--- src/rtl/fetch_unit_if.sv ---
// Instruction-memory bus between the fetch unit (master) and the instruction memory (slave).
interface fetch_unit_if #(
  parameter int unsigned ADDR_WIDTH = 32,
  parameter int unsigned INST_WIDTH = 16
);
  logic [ADDR_WIDTH-1:0] mem_addr;
  logic                  mem_read;
  logic                  mem_write;
  logic                  mem_cs;
  logic [INST_WIDTH-1:0] mem_read_data;

  modport master (
    output mem_addr,
    output mem_read,
    output mem_write,
    output mem_cs,
    input  mem_read_data
  );

  modport slave (
    input  mem_addr,
    input  mem_read,
    input  mem_write,
    input  mem_cs,
    output mem_read_data
  );
endinterface

--- src/rtl/fetch_unit.sv ---
// Fetch-stage controller: owns the PC, reads the zero-latency instruction memory and
// assembles one- or two-word instructions into the IF/ID register.
module fetch_unit #(
  parameter int unsigned           ADDR_WIDTH = 32,
  parameter int unsigned           INST_WIDTH = 16,
  parameter logic [ADDR_WIDTH-1:0] RESET_PC   = 32'h0000_0020,
  parameter logic [4:0]            IMM_OP_A   = 5'b11010,
  parameter logic [4:0]            IMM_OP_B   = 5'b11011
) (
  input  logic                  clk,
  input  logic                  rst,
  input  logic                  stall,
  input  logic                  redirect_en,
  input  logic [ADDR_WIDTH-1:0] redirect_pc,
  fetch_unit_if.master          mem,
  output logic                  ifid_valid,
  output logic [INST_WIDTH-1:0] ifid_inst,
  output logic [INST_WIDTH-1:0] ifid_imm,
  output logic [ADDR_WIDTH-1:0] ifid_pc,
  output logic [ADDR_WIDTH-1:0] ifid_next_pc,
  output logic [ADDR_WIDTH-1:0] pc
);

  typedef enum logic {StFetch, StImm} state_e;

  state_e                state_q, state_d;
  logic [ADDR_WIDTH-1:0] pc_q, pc_d;
  logic [INST_WIDTH-1:0] hold_inst_q, hold_inst_d;
  logic [ADDR_WIDTH-1:0] hold_pc_q, hold_pc_d;
  logic                  valid_q, valid_d;
  logic [INST_WIDTH-1:0] inst_q, inst_d;
  logic [INST_WIDTH-1:0] imm_q, imm_d;
  logic [ADDR_WIDTH-1:0] ifpc_q, ifpc_d;
  logic [ADDR_WIDTH-1:0] next_pc_q, next_pc_d;

  logic [4:0]            opcode;
  logic                  is_two_word;
  logic [ADDR_WIDTH-1:0] pc_inc;

  assign opcode      = mem.mem_read_data[INST_WIDTH-1 -: 5];
  assign is_two_word = (opcode == IMM_OP_A) || (opcode == IMM_OP_B);
  assign pc_inc      = pc_q + ADDR_WIDTH'(1);

  assign mem.mem_addr  = pc_q;
  assign mem.mem_read  = ~rst;
  assign mem.mem_cs    = ~rst;
  assign mem.mem_write = 1'b0;

  always_comb begin
    state_d     = state_q;
    pc_d        = pc_q;
    hold_inst_d = hold_inst_q;
    hold_pc_d   = hold_pc_q;
    valid_d     = valid_q;
    inst_d      = inst_q;
    imm_d       = imm_q;
    ifpc_d      = ifpc_q;
    next_pc_d   = next_pc_q;

    if (redirect_en) begin
      // Any half-fetched two-word instruction is dropped here.
      pc_d    = redirect_pc;
      state_d = StFetch;
      valid_d = 1'b0;
    end else if (!stall) begin
      pc_d = pc_inc;
      unique case (state_q)
        StFetch: begin
          if (is_two_word) begin
            hold_inst_d = mem.mem_read_data;
            hold_pc_d   = pc_q;
            state_d     = StImm;
            valid_d     = 1'b0;
          end else begin
            inst_d    = mem.mem_read_data;
            imm_d     = '0;
            ifpc_d    = pc_q;
            next_pc_d = pc_inc;
            valid_d   = 1'b1;
          end
        end
        StImm: begin
          // The immediate word is never decoded as an opcode.
          inst_d    = hold_inst_q;
          imm_d     = mem.mem_read_data;
          ifpc_d    = hold_pc_q;
          next_pc_d = pc_inc;
          valid_d   = 1'b1;
          state_d   = StFetch;
        end
        default: state_d = StFetch;
      endcase
    end
  end

  always_ff @(posedge clk) begin
    if (rst) begin
      state_q     <= StFetch;
      pc_q        <= RESET_PC;
      hold_inst_q <= '0;
      hold_pc_q   <= '0;
      valid_q     <= 1'b0;
      inst_q      <= '0;
      imm_q       <= '0;
      ifpc_q      <= '0;
      next_pc_q   <= '0;
    end else begin
      state_q     <= state_d;
      pc_q        <= pc_d;
      hold_inst_q <= hold_inst_d;
      hold_pc_q   <= hold_pc_d;
      valid_q     <= valid_d;
      inst_q      <= inst_d;
      imm_q       <= imm_d;
      ifpc_q      <= ifpc_d;
      next_pc_q   <= next_pc_d;
    end
  end

  assign ifid_valid   = valid_q;
  assign ifid_inst    = inst_q;
  assign ifid_imm     = imm_q;
  assign ifid_pc      = ifpc_q;
  assign ifid_next_pc = next_pc_q;
  assign pc           = pc_q;

endmodule
--- src/flat_wrapper.sv ---
// flat-port wrapper written by rule: the top's interface ports become plain ports
module fetch_unit_flat 
#(
  parameter int unsigned           ADDR_WIDTH = 32,
  parameter int unsigned           INST_WIDTH = 16,
  parameter logic [ADDR_WIDTH-1:0] RESET_PC   = 32'h0000_0020,
  parameter logic [4:0]            IMM_OP_A   = 5'b11010,
  parameter logic [4:0]            IMM_OP_B   = 5'b11011
)
  (clk, rst, stall, redirect_en, redirect_pc, ifid_valid, ifid_inst, ifid_imm, ifid_pc, ifid_next_pc, pc, mem_mem_addr, mem_mem_read, mem_mem_write, mem_mem_cs, mem_mem_read_data);
  fetch_unit_if #(.ADDR_WIDTH(ADDR_WIDTH), .INST_WIDTH(INST_WIDTH)) mem_i ();
  input  logic clk;
  input  logic rst;
  input  logic stall;
  input  logic redirect_en;
  input  logic [ADDR_WIDTH-1:0] redirect_pc;
  output logic ifid_valid;
  output logic [INST_WIDTH-1:0] ifid_inst;
  output logic [INST_WIDTH-1:0] ifid_imm;
  output logic [ADDR_WIDTH-1:0] ifid_pc;
  output logic [ADDR_WIDTH-1:0] ifid_next_pc;
  output logic [ADDR_WIDTH-1:0] pc;
  output wire logic [$bits(mem_i.mem_addr)-1:0] mem_mem_addr;
  output wire logic [$bits(mem_i.mem_read)-1:0] mem_mem_read;
  output wire logic [$bits(mem_i.mem_write)-1:0] mem_mem_write;
  output wire logic [$bits(mem_i.mem_cs)-1:0] mem_mem_cs;
  input wire logic [$bits(mem_i.mem_read_data)-1:0] mem_mem_read_data;
  assign mem_mem_addr = mem_i.mem_addr;
  assign mem_mem_read = mem_i.mem_read;
  assign mem_mem_write = mem_i.mem_write;
  assign mem_mem_cs = mem_i.mem_cs;
  assign mem_i.mem_read_data = mem_mem_read_data;
  fetch_unit #(.ADDR_WIDTH(ADDR_WIDTH), .INST_WIDTH(INST_WIDTH), .RESET_PC(RESET_PC), .IMM_OP_A(IMM_OP_A), .IMM_OP_B(IMM_OP_B)) u_core (.clk(clk), .rst(rst), .stall(stall), .redirect_en(redirect_en), .redirect_pc(redirect_pc), .mem(mem_i), .ifid_valid(ifid_valid), .ifid_inst(ifid_inst), .ifid_imm(ifid_imm), .ifid_pc(ifid_pc), .ifid_next_pc(ifid_next_pc), .pc(pc));
endmodule
--- config.mk ---
export PLATFORM = sky130hd
export DESIGN_NAME = fetch_unit_flat
export DESIGN_NICKNAME = d
export VERILOG_FILES = /design/src/rtl/fetch_unit_if.sv /design/src/rtl/fetch_unit.sv /design/src/flat_wrapper.sv
export SDC_FILE = /design/constraint.sdc
export NUM_CORES = 1
export LEC_CHECK = 0
export ABC_AREA = 1
export CORE_ASPECT_RATIO = 0.9
export CORE_UTILIZATION = 45
export CTS_CLUSTER_DIAMETER = 100
export DETAILED_ROUTE_END_ITERATION = 16
export PLACE_DENSITY = 0.74
export SYNTH_ARGS = -nofsm -noshare
export SYNTH_HDL_FRONTEND = slang
export SYNTH_SLANG_ARGS = --single-unit
--- constraint.sdc ---
create_clock -name clk -period 1.75 [get_ports clk]
set_input_delay 0.2625 -clock clk [delete_from_list [all_inputs] [get_ports clk]]
set_output_delay 0.2625 -clock clk [all_outputs]
set_load 0.05 [all_outputs]
* Yosys cells after proc, flatten, opt, wreduce, memory -nomap -nowiden
Index checks and enable logic that the tools add are counted.
** Storage, ports and cells
- Flip-flop bits (word level) :: 178
- Input bits :: 52
- Output and inout bits :: 164
** Operators by class
- Add/sub/neg operators :: 1
- Eq/ne operators :: 4
- Mux-type cells :: 14
- Bitwise gates (word level) :: 4
- Reduce and logical (&&, ||, !) cells :: 4
** Operators with widths (number)
- $mux W32 :: 4
- $pmux W32 S2 :: 2
- $pmux W16 S2 :: 2
- $add A32 B1 Y32 const B :: 1
- $mux W16 :: 2
- $eq A5 B5 Y1 const B :: 2
- $not A1 Y1 :: 4
- $pmux W1 S2 :: 2
- $reduce_and A4 Y1 :: 1
- $reduce_and A3 Y1 :: 1
- $mux W1 :: 2
- $ne A2 B1 Y1 const B :: 1
- $ne A2 B2 Y1 const B :: 1
- $reduce_or A2 Y1 :: 1
- $logic_or A1 B1 Y1 :: 1

* Logic depth before layout (Yosys ltp)
Gate-level depths: netlist of the first run.
- Depth in word-level cells :: 4
- Mapped depth :: 11
- Gate-level depth less buffers :: 11

* Least setup slack after synthesis of the first run
OpenSTA, ideal clock, no wires.
- Path kind :: reg-to-reg
- From :: register u_core.pc_q[1], in the netlist u_core.mem.mem_addr[1]
- To :: register u_core.next_pc_q[24], in the netlist u_core.ifid_next_pc[24]
- Library setup time :: 0.113 ns
- Data arrival time :: 1.796 ns
- Data required time :: 1.637 ns
- Path slack :: -0.159 ns
- Stages on the path, launching flop included :: 11
- Path buffers :: 0
- Clock period less this slack :: 1.909 ns
- Cells stage by stage :: dfxtp_1 ha_1 inv_1 nor2_2 nand2_2 nor2_4 nand2_1 nand2_1 nand2_1 o21ai_1 inv_1
** Between the ends
- Longest elaborated chain between the ends :: 3
** RTL lines
- start, declared :: line fetch_unit.sv:27 : logic [ADDR_WIDTH-1:0] pc_q, pc_d;
- start signal, assigned :: line fetch_unit.sv:109 : pc_q <= pc_d;
- $add A32 B1 Y32 * :: line fetch_unit.sv:42 : assign pc_inc = pc_q + ADDR_WIDTH'(1);
- $mux W32 :: line fetch_unit.sv:69 : if (is_two_word) begin
- $pmux W32 S2 * :: line fetch_unit.sv:67 : unique case (state_q)
- end signal, assigned :: line fetch_unit.sv:116 : next_pc_q <= next_pc_d;
- end, declared :: line fetch_unit.sv:34 : logic [ADDR_WIDTH-1:0] next_pc_q, next_pc_d;
Mark *: on every way between the ends. The rest lies on a longest branch, timed or not. The select of a mux whose other input is x is not followed.
A chain may end at the register's enable or synchronous reset.

* Worst setup path after layout of the first run
- From :: register u_core.pc_q[1], in the netlist u_core.mem.mem_addr[1]
- To :: register u_core.pc_q[13], in the netlist u_core.mem.mem_addr[13]
** Between the ends
- Longest elaborated chain between the ends :: 3
** RTL lines
- $add A32 B1 Y32 :: line fetch_unit.sv:42
- $mux W32 :: line fetch_unit.sv:65 : end else if (!stall) begin
- $mux W32 :: line fetch_unit.sv:60 : if (redirect_en) begin
Every way passes these cells. The select of a mux whose other input is x is not followed.

==> flow_metrics.tcl, run 1 <==
set metrics [dict create \
    tightest_slew_ns 0.733 \
    grt_max_degree 100 \
    coreArea_um2 17200 \
    power.leakage_nw 4.61 \
    cp_data_arrival_time_ns 2.01 \
    cts_max_level 4 \
    synthFlopType "dfxtp_1" \
    synth_top_area_share_pct 44.4 \
    met1_usage_pct 37.5 \
    avgRoutedWirePerCell_um 15.8 \
    yosysMostFrequentCell "nand2_1" \
    routed_wl_um 25000 \
    n_antenna_cell 0 \
    vias 8242 \
    io_buffers 214 \
    post-route-util_pct 63.5 \
    synth_fa_ha_area_share_pct 0.156 \
    worst_setup_path_end_kind "register" \
    grtUsageTotal_pct 27.6 \
    cts.clk_slew.worst_paths_ns 0.07 \
    place_hpwl_um 17100 \
    initial_utilization_pct 46.7 \
    syn-mean-instance-area_um2 7.04 \
    peakVddDrop_uv 705 \
    synthArstFlopShare_pct 0 \
    drv_cap 0 \
    clk_latency_ns 0.43 \
    drive_gt1_share_pct 20.4 \
    hold_class "in2reg" \
    yosys-top-cells-count "nand2_1 (337), dfxtp_1 (178), a21oi_1 (99)" \
    die_width_um 143 \
    grt_pass1_wl_um 39300 \
    max_clock_freq_mhz 607 \
    die_area_um2 18400 \
    initialDrtViolationCount 618 \
    gp_congestion 0.852 \
    numCtsBuffers 17 \
    netlist_top_cells_area "dfxtp_1 (44%), nand2_1 (16%), a21oi_1 (6.2%)" \
    fin_crit_sh_pct 94.2 \
    synth_compound_area_share_pct 16.4 \
    period_minus_slack_ns 1.65 \
    final_max_slew_viol_count 0 \
    cts_setup_buffers 0 \
    critPathLaunchType "register" \
    finClkSkew_ns 0.0122 \
    post_synth_mux_area_share_pct 0 \
    path_max_fanout 6 \
    antenna_found_initial 0 \
    met3_usage_pct 5.02 \
    synth-edff-count 0 \
    std_cell_rows 45 \
    grt-ovfl-total 0 \
    netlist_instances 1140 \
    yosysSeqAreaShare_pct 44.4 \
    rsz0062_at_grt "no" \
    finalHoldViolations 0 \
    die_height_um 129 \
    area_growth_pct 36.0 \
    synth_top_family_by_area "simple AND/OR/NAND/NOR gates" \
    synth_cell_type_count 27 \
    ys_warn_count 0 \
    setup_tns_ns 0 \
    grt_util_met2_pct 44.0 \
    synth-xor-area-share_pct 1.64 \
    fin_nets 1388 \
    setup_violations 0 \
    syn_nets 1193 \
    cts-root-buf "clkbuf_16" \
    synthesis.area_um2 8020 \
    ys_seq_elements 178 \
    cp_data_required_time_ns 2.11 \
    clock_path_buffers 2 \
    grt_most_used_layer "met2" \
    yosys.area_share.simple_pct 26.6 \
    cts.hold.buffers_added 0 \
    io-pin-count 216 \
    relSlewSlack_pct 51.1 \
    grt_pass1_vias 7519 \
    drc 0 \
    yosys.area.top_type "dfxtp_1" \
    powerDensity_nw_per_um2 910 \
    cts_sinks 178 \
    cts_tree "done" \
    dr.pass1.iters 5 \
    viasPerCell 5.21 \
    final_cells 1581 \
    dp.cells 1551 \
    antenna_left 0 \
    critical_path_class "reg2reg" \
    status "completed" \
]
-- cells by family after synthesis --
family,count (synthesis)
XOR/XNOR,15
adder cells (fa/ha/maj),1
flip-flops,178
buffers and inverters,186
other,1
AND/OR/NAND/NOR,515
AO/OA/AOI/OAI,244
-- path summary, 6_finish.rpt --
kind,cells past startpoint,slack (ns),end,startpoint
max,8,0.10,u_core.mem.mem_addr[13],u_core.mem.mem_addr[1]
min,3,0.31,u_core.ifid_imm[7],rst
min reg2reg,2,0.45,u_core.hold_inst_q[15],u_core.hold_inst_q[15]
max reg2reg,8,0.10,u_core.mem.mem_addr[13],u_core.mem.mem_addr[1]
-- metrics by stage --
stage          setup slack, ns  instance area, µm²  power, W  hold WS, ns
4_1_cts                 0.0584               10900   0.00997        0.288
6_report                 0.102               10900   0.00993        0.312
3_5_place_dp            -0.145               10400   0.00645        0.440
5_1_grt                0.00147               10900    0.0103        0.316
2_1_floorplan          0.00458                8030   0.00568        0.361
3_3_place_gp            -0.128               10400   0.00643        0.436
-- registers in the layout (all words and copies together) (netlist names) --
| register | flops |
|---|---|
| u_core.hold_inst_q | 16 |
| u_core.ifid_inst | 16 |
| u_core.ifid_imm | 16 |
| u_core.mem.mem_addr | 32 |
| u_core.ifid_next_pc | 32 |
| u_core.hold_pc_q | 32 |
| u_core.ifid_valid | 1 |
| u_core.state_q | 1 |
| u_core.ifid_pc | 32 |
-- timing repair --
| item | CTS | global route |
|---|---|---|
| gates resized for setup | 18 | 7 |
| setup endpoints to repair | 18 | 20 |
| pin swaps | 0 | 4 |
-- metal layers --
layer  share of wire (%)  wire length (µm)  vias to the layer above
met4                 1.9               482                        0
met5                   0                 0                        -
met3                 6.9              1740                       34
met2                  46             11400                      315
li1                    -                 -                     4061
met1                  46             11400                     3832
-- power by group --
group	internal [W]	switching (W)
clock	0.00198	0.00158
sequential	0.00422	0.000121
combinational	0.000686	0.00134
total	0.00689	0.00304
-- layout by cell type, fill, tap and decap left out, types with 2 or more instances in the layout --
master / netlist / routed
nor2_2: 6 / 4
clkinv_4: 0 / 2
o21ai_1: 28 / 28
clkdlybuf4s50_1: 0 / 50
nor2_1: 75 / 75
inv_2: 4 / 5
dfxtp_2: 0 / 7
nand2_1: 337 / 335
dlygate4sd2_1: 0 / 18
a31oi_1: 54 / 54
clkinvlp_4: 0 / 2
buf_4: 39 / 190
a22o_1: 6 / 6
clkbuf_1: 50 / 4
dfxtp_4: 0 / 2
a21oi_1: 99 / 99
buf_12: 0 / 25
clkinv_2: 0 / 2
nor2_4: 7 / 9
xnor2_1: 4 / 4
xor2_1: 11 / 10
dfxtp_1: 178 / 169
inv_1: 75 / 74
nand3_1: 85 / 85
o21ai_0: 55 / 55
clkbuf_16: 0 / 17
nand2_2: 2 / 4
-- cell type report --
class	instances	area [µm²]
Sequential cell	178	3580
Timing Repair Buffer	283	2580
Multi-Input combinational cell	776	3620
Inverter	79	297
Clock buffer	22	454
Clock inverter	8	81.3
Fill cell	1517	6260
Tap cell	235	294
-- worst max-delay path: stages (launching register included) --
cell,delay (ns)
dfxtp_2,0.32
buf_4,0.15
nand2_1,0.07
nor2_2,0.16
nand2_1,0.16
nor2_4,0.27
xor2_1,0.22
nand2_1,0.08
a21oi_1,0.14
(Power assumes the default switching activity.)
==> run 2: changes to the inputs <==
- CTS_BUF_LIST: not set -> sky130_fd_sc_hd__clkbuf_2 sky130_fd_sc_hd__clkbuf_4 sky130_fd_sc_hd__clkbuf_8
==> run 2 against run 1 <==
  * Cell count is the same
  * Count of clock-buffer cells in the layout stayed put
  * Non-clock buffer count stayed put
  * Worst hold slack got worse by 0.036 ns
  * Fmax up 0.44%
  * Critical path type unchanged
  * Largest power group unchanged
==> flow_metrics.tcl, run 2 (same netlist as run 1, synthesis figures left out) <==
set metrics [dict create \
    status "completed" \
    clk_latency_ns 0.46 \
    min_to "u_core.ifid_imm[7]" \
    cp_data_required_time_ns 2.15 \
    hp-start "rst" \
    cts.clk_slew.worst_paths_ns 0.10 \
    tightest_slew_ns 0.707 \
    regArea_um2 3580 \
    die_height_um 129 \
    holdWs_ns 0.276 \
    grt-ovfl-total 0 \
    fin_crit_sh_pct 93.8 \
    cts_tree "done" \
    rr_worst_depth 8 \
    final_common_cell "nand2_1" \
    final_max_slew_viol_count 0 \
    cts_max_level 4 \
    drive_gt1_share_pct 20.8 \
    grtUsageTotal_pct 27.2 \
    r2r_end "u_core.mem.mem_addr[13]" \
    area_growth_pct 33.9 \
    finClkSkew_ns 0.0159 \
    antenna_found_initial 0 \
    setup_tns_ns 0 \
    cp_data_arrival_time_ns 2.04 \
    ff2ff_setup_slack_ns 0.11 \
    hold_class "in2reg" \
    vias 8185 \
    initial_utilization_pct 46.7 \
    max_clock_freq_mhz 609 \
    post-route-util_pct 62.6 \
    nFillCells 1536 \
    dp.cells 1551 \
    die_area_um2 18400 \
    path_max_fanout 6 \
    grt_max_degree 100 \
    initialDrtViolationCount 609 \
    n_antenna_cell 0 \
    rsz0062_at_grt "no" \
    final_cell_mix "nand2_1 (335), buf_4 (190), dfxtp_1 (169), a21oi_1 (99), nand3_1 (85)" \
    routed_wl_um 24600 \
    io-pin-count 216 \
    critical_path_class "reg2reg" \
    cts-root-buf "clkbuf_8" \
    dr.pass1.iters 5 \
    drc 0 \
    multiInputGateArea_um2 3630 \
    io_buffers 214 \
    period_minus_slack_ns 1.64 \
    powerDensity_nw_per_um2 841 \
    cts_sinks 178 \
    cts_setup_buffers 0 \
    worst_setup_path_end_kind "register" \
    antenna_left 0 \
    viasPerCell 5.18 \
    numCtsBuffers 17 \
    finalHoldViolations 0 \
    grt_pass1_vias 7441 \
    drv_cap 0 \
    grt_pass1_wl_um 38900 \
    relSlewSlack_pct 52.9 \
    rr_startpoint "u_core.mem.mem_addr[1]" \
    hold_depth 3 \
    coreArea_um2 17200 \
    setup_violations 0 \
    clock_path_buffers 2 \
    avgRoutedWirePerCell_um 15.6 \
    gp_congestion 0.852 \
    die_width_um 143 \
    std_cell_rows 45 \
    power.leakage_nw 4.55 \
    peakVddDrop_uv 507 \
    final_cells 1581 \
    fin_nets 1388 \
    critPathLaunchType "register" \
    place_hpwl_um 17100 \
]
[run 2: cell counts in the layout (fill, tap and decap cells not counted)]
Identical to the previous run, type by type.
[run 2: stage by stage]
step	cell area (µm²)	total power, W	setup slack (ns)
floorplan	8030	0.00568	0.00458
global placement	10400	0.00643	-0.128
detailed placement	10400	0.00645	-0.145
CTS	10700	0.00909	0.0516
global route	10700	0.00938	0.00138
finish	10700	0.00904	0.109
[run 2: where the power goes]
part           leakage [nW]  internal [W]  switching (W)
sequential             1.46       0.00421       0.000120
combinational          2.91      0.000687        0.00134
clock                 0.183       0.00121        0.00147
total                  4.55       0.00611        0.00292
[run 2: worst max-delay path by stage]
| stage | depth (start not counted) | end | slack (ns) | from |
|---|---|---|---|---|
| 2_1_floorplan | 9 | u_core.ifid_next_pc[19] | 0.005 | u_core.mem.mem_addr[6] |
| 3_3_place_gp | 7 | u_core.hold_pc_q[14] | -0.13 | mem_mem_read_data[14] |
| 3_5_place_dp | 7 | u_core.hold_pc_q[14] | -0.15 | mem_mem_read_data[15] |
| 4_1_cts | 8 | u_core.mem.mem_addr[16] | 0.05 | u_core.mem.mem_addr[0] |
| 5_1_grt | 10 | u_core.ifid_next_pc[19] | 0.001 | u_core.mem.mem_addr[1] |
| 6_report | 8 | u_core.mem.mem_addr[13] | 0.11 | u_core.mem.mem_addr[1] |
[run 2: worst max-delay path, cell delays in order (launching register included)]
cell and delay [ns]:
dfxtp_2 0.33, buf_4 0.14, nand2_1 0.07, nor2_2 0.16
nand2_1 0.16, nor2_4 0.27, xor2_1 0.22, nand2_1 0.08
a21oi_1 0.14
[run 2: area by class of cell]
cell class	instances	area share [%]
Clock buffer	22	2.59
Tap cell	235	2.74
Inverter	79	2.76
Timing Repair Buffer	283	24.1
Sequential cell	178	33.3
Clock inverter	8	0.757
Multi-Input combinational cell	776	33.8
[run 2: routing by layer]
| layer | vias up | share of wire (%) | global-route usage, % |
|---|---|---|---|
| met1 | 3745 | 46 | 37.5 |
| met2 | 340 | 45 | 42.7 |
| met4 | 0 | 2.1 | 9.55 |
| li1 | 4067 | - | - |
| met3 | 33 | 7.3 | 5.06 |
| met5 | - | 0 | 0 |
[run 2: what timing repair did]
| action | 4_1_cts | 5_1_grt |
|---|---|---|
| resized for setup | 18 | 10 |
| cloned | 0 | 0 |
| hold buffers | 0 | 0 |
| pin swaps | 0 | 4 |
| setup endpoints to repair | 18 | 21 |
